File: config.mk
export PLATFORM = sky130hd
export DESIGN_NAME = encode_hex_tx
export DESIGN_NICKNAME = d
export VERILOG_FILES = /design/src/rtl/encode_hex_tx.sv
export SDC_FILE = /design/constraint.sdc
export NUM_CORES = 1
export LEC_CHECK = 0
export BUFFER_PORTS_ARGS = -buffer_cell sky130_fd_sc_hd__buf_4
export CORE_ASPECT_RATIO = 0.6
export CORE_UTILIZATION = 42
export CTS_CLUSTER_SIZE = 25
export DETAILED_ROUTE_END_ITERATION = 16
export GPL_ROUTABILITY_DRIVEN = 0
export HOLD_SLACK_MARGIN = 0.15
export PLACE_DENSITY = 0.77
export SLEW_MARGIN = 15
export SYNTH_ARGS = -nofsm -noshare
export SYNTH_HDL_FRONTEND = slang
export SYNTH_SLANG_ARGS = --single-unit
File: constraint.sdc
create_clock -name clk -period 2.1 [get_ports clk]
set_clock_uncertainty 0.1 [all_clocks]
set_input_delay 0.21 -clock clk [delete_from_list [all_inputs] [get_ports clk]]
set_output_delay 0.21 -clock clk [all_outputs]
set_load 0.05 [all_outputs]
File: src/rtl/encode_hex_tx.sv
// rtl/encode_hex_tx.sv - signed hex value to ASCII line transmitter for a UART
//
// Sends one message per accepted request: sign char, NDIG hex digits (MSB
// first), CR, LF. An abort ends the message early with a single ESC char.
//
// Ports:
//   clk      - clock, all state on rising edge
//   rst_n    - asynchronous active-low reset
//   value    - NDIG*4-bit magnitude to print, MSB nibble first
//   neg      - sign select: 1 = '-', 0 = '+'
//   send     - start request, sampled only in IDLE
//   abort    - end the message in progress with ESC
//   txReady  - UART can accept txData this cycle
//   txData   - ASCII char offered to the UART (registered)
//   txValid  - txData is valid (registered)
//   busy     - message in progress (registered)
//   done     - one-cycle pulse after the last char of a message (registered)

module encode_hex_tx #(
    parameter int NDIG  = 4,
    parameter int UPPER = 0
) (
    input  logic              clk,
    input  logic              rst_n,
    input  logic [NDIG*4-1:0] value,
    input  logic              neg,
    input  logic              send,
    input  logic              abort,
    input  logic              txReady,
    output logic [7:0]        txData,
    output logic              txValid,
    output logic              busy,
    output logic              done
);

    localparam int W  = NDIG * 4;
    localparam int CW = (NDIG > 1) ? $clog2(NDIG) : 1;
    localparam logic [CW-1:0] LAST_DIG = CW'(NDIG - 1);

    localparam logic [7:0] CH_PLUS  = 8'h2B;
    localparam logic [7:0] CH_MINUS = 8'h2D;
    localparam logic [7:0] CH_CR    = 8'h0D;
    localparam logic [7:0] CH_LF    = 8'h0A;
    localparam logic [7:0] CH_ESC   = 8'h1B;

    typedef enum logic [2:0] {
        IDLE,
        SIGN,
        DIGIT,
        CR,
        LF,
        ESC
    } state_t;

    state_t          state;
    logic [CW-1:0]   dig_cnt;
    logic [W-1:0]    value_q;
    logic            abort_pend;

    logic            xfer;
    logic            abort_hit;
    logic            go_esc;

    // Letter offset folds the -10 into the base: 'a'-10 = 0x57, 'A'-10 = 0x37.
    function automatic logic [7:0] hex_char(input logic [3:0] nib);
        if (nib < 4'd10) begin
            return 8'h30 + {4'h0, nib};
        end else begin
            return ((UPPER != 0) ? 8'h37 : 8'h57) + {4'h0, nib};
        end
    endfunction

    assign xfer      = txValid && txReady;
    // Abort only counts while a message is being sent and ESC is not yet chosen.
    assign abort_hit = abort && (state != IDLE) && (state != ESC);
    // A transfer with a pending or simultaneous abort diverts to ESC.
    assign go_esc    = abort_pend || abort_hit;

    always_ff @(posedge clk or negedge rst_n) begin
        if (!rst_n) begin
            state      <= IDLE;
            dig_cnt    <= '0;
            value_q    <= '0;
            abort_pend <= 1'b0;
            txData     <= 8'h00;
            txValid    <= 1'b0;
            busy       <= 1'b0;
            done       <= 1'b0;
        end else begin
            done <= 1'b0;

            if (abort_hit) begin
                abort_pend <= 1'b1;
            end

            case (state)
                IDLE: begin
                    if (send) begin
                        value_q <= value;
                        dig_cnt <= '0;
                        txData  <= neg ? CH_MINUS : CH_PLUS;
                        txValid <= 1'b1;
                        busy    <= 1'b1;
                        state   <= SIGN;
                    end
                end

                default: begin
                    if (xfer) begin
                        if ((state != ESC) && go_esc) begin
                            txData <= CH_ESC;
                            state  <= ESC;
                        end else begin
                            case (state)
                                SIGN: begin
                                    // value_q is shifted so the next digit is
                                    // always the top nibble.
                                    txData  <= hex_char(value_q[W-1 -: 4]);
                                    value_q <= value_q << 4;
                                    dig_cnt <= '0;
                                    state   <= DIGIT;
                                end
                                DIGIT: begin
                                    if (dig_cnt == LAST_DIG) begin
                                        txData <= CH_CR;
                                        state  <= CR;
                                    end else begin
                                        txData  <= hex_char(value_q[W-1 -: 4]);
                                        value_q <= value_q << 4;
                                        dig_cnt <= dig_cnt + 1'b1;
                                    end
                                end
                                CR: begin
                                    txData <= CH_LF;
                                    state  <= LF;
                                end
                                default: begin
                                    // LF or ESC transferred: message complete.
                                    txValid    <= 1'b0;
                                    busy       <= 1'b0;
                                    done       <= 1'b1;
                                    abort_pend <= 1'b0;
                                    dig_cnt    <= '0;
                                    state      <= IDLE;
                                end
                            endcase
                        end
                    end
                end
            endcase
        end
    end

endmodule
==> metrics.txt <==
P_int around 0.0021 W; RSZ-0062 raised after global routing yes; Area Overhead vs Synth 32.1%; DIE HEIGHT 52.0 µm; Synth Warn # 0; part of the Yosys area used for sequential elements around 44%; DP HPWL 2910 µm; Final #Nets 249; Distinct cells, synth 52; DR WL/cell approximately 15 µm; Core Util, Final approximately three fifths; Synth area leaders dfrtp_1 44%, mux2_2 7.7%, nand2_1 4.5%, o21ai_0 3.7%, mux2_4 3.4%; Setup TNS 0 ps; number of flops mapped to enable cells by yosys 0; Power per Cell Area around 1600 mW/mm²; Starting Density between 40% and 50%; Seq pwr share 28.6%; DRC violations left 0; final hold vios 0; fraction of layout cells with a size suffix above 1 37.2%; combinational share of power around 57%; Synth Register Bits 31; Post-Syn Area per Cell 10.3 µm²; clock slew at reported path FFs 70 ps; worst setup margin ~48 ps; Final period util between 90% and 100%; outcome complete, no violations; initial antenna violation count 0; Max-Cap Viols 0; Max FO, Critical Path 16; Synth area leader dfrtp_1; CTS root buffer clkbuf_8; Post-DP Area around 0.0021 mm²; Clock Power Share roughly 14%; Num CTS Buffers 5; Min-Delay Path Class in2reg; io pins 33; antenna cells 0; first drt pass iteration count 4; Worst EP arrival 2120 ps; Max Fclk 0.487 GHz; Post-Route WL 4100 µm; maximum vdd drop 0.000738 V; net switching power 0.00158 W; Post-Syn Nets around 190; Initial DRC Count around 120; Worst setup EP type register; clock buffer depth 2; largest net degree at the start of global routing 32; Final Power between 0.003 and 0.004 W; Async SR Flop Fraction between 90% and 100%; final-report max-slew violation count 0; Crit Path Category reg2reg; gr usage total between 20% and 30%; fill count 337; Net Sw Frac a little over two fifths; core area approximately 0.0038 mm²; Yosys top cell area share between 40 and 50%; clk_lat worst skew 290 ps; die area 0.00443 mm²; Mapped Area 0.00175 mm²; Post-synth top flop dfrtp_1; vias in the first global route roughly 1400; Critical Path RT 2170 ps; DR vias 1457; # clock sinks 31; Post-Syn Instances 170; first-pass GRT wire length 6800 µm; CP startpoint kind register; ANT nets after route 0; die width between 80 and 90 µm; Congestion Overflow GR 0; Rows 17; htree depth 2; CTS tree built; Final min period ~2100 ps; pre-CTS setup slack roughly 49 ps; design area ~0.0023 mm²; endpoints failing setup 0; Buffers on Ports 31; Leakage roughly 1.0 nW; vias per cell between 5 and 6
-- what timing repair did --
| item | in CTS | in global routing |
|---|---|---|
| resized for setup | 0 | 2 |
| hold buffers | 7 | 0 |
| hold endpoints to repair | 37 | 0 |
| buffers inserted | 0 | 1 |
| endpoints found under the setup margin | 0 | 8 |
-- synth_stat cells, types with 3 or more instances --
library cell / number
inv_1: 8
nand2_1: 21
o21ai_0: 13
buf_4: 3
dfrtp_1: 31
a211oi_1: 3
mux2i_1: 4
nor2b_1: 4
nor2_1: 10
nand3_1: 4
mux2_4: 4
mux2_2: 12
-- power by group through the flow --
stage | Clock (W) | Sequential (W) | Combinational (W)
global placement | 0 | 0.00106 | 0.00205
detailed placement | 0 | 0.00107 | 0.00209
floorplan | 0 | 0.00125 | 0.00131
global route | 0.000569 | 0.00110 | 0.00233
finish | 0.000523 | 0.00107 | 0.00214
CTS | 0.000532 | 0.00106 | 0.00211
-- critical path, cell delays in order (launching register included) --
cell      delay (ps)
dfrtp_1          400
ha_1             220
or2_2            330
a221oi_4         340
buf_12           190
mux2_2           340
-- final timing paths --
kind,from,endpoint,slack [ps],cells past startpoint
min in group asynchronous,rst_n,value_q[9],300,2
max,dig_cnt[0],value_q[10],50,5
min reg2reg,txData[4],txData[4],400,1
min,value[4],value_q[4],160,4
max reg2reg,dig_cnt[0],value_q[10],50,5
max in group asynchronous,rst_n,busy,1280,2
-- stage by stage --
step | hold WS, ps | std cells
final | 162 | 273
after global routing | 165 | 273
after CTS | 156 | 272
after detailed placement | 70.4 | 257
after global placement | 67.3 | 257
after floorplan | -186 | 170
-- sequential cells by signal, indices dropped and copies added, names as in the netlist --
signal / cells
busy: 1
txData: 7
done: 1
value_q: 16
state: 3
dig_cnt: 2
abort_pend: 1
-- area by class of cell --
type / instances / area (µm²) / area share, %
timing repair buffer: 57 / 458 / 19.8
tap: 47 / 58.8 / 2.55
clock buffer: 8 / 100 / 4.33
multi-input combinational: 122 / 885 / 38.3
sequential: 31 / 778 / 33.7
inverter: 8 / 30.0 / 1.30
-- cell families after synthesis --
logic type      Yosys count  synth area share, %
other cells               1                0.215
mux                      20                 13.5
xor+xnor                  2                 1.00
compound gates           42                 18.0
flops                    31                 44.4
simple gates             54                 15.6
fa+ha+maj                 3                 2.00
buf+inv                  17                 5.30
-- placed cells by master (no fill, tap or decap), types with 3 or more instances in the layout --
| cell type | n |
|---|---|
| a211oi_1 | 3 |
| nand2_1 | 21 |
| clkbuf_8 | 7 |
| nor2b_1 | 4 |
| nor2_1 | 10 |
| inv_1 | 8 |
| dfrtp_1 | 29 |
| mux2_4 | 4 |
| buf_4 | 49 |
| mux2i_1 | 4 |
| dlygate4sd3_1 | 7 |
| o21ai_0 | 13 |
| mux2_2 | 12 |
| nand3_1 | 4 |
-- layer usage --
layer	wire [µm]	vias to the layer above	GRT usage (%)
met5	0	-	0
met3	237	9	6.19
met2	1640	48	29.7
li1	-	720	-
met4	82	0	8.33
met1	2140	680	29.8
(Power assumes the default switching activity.)
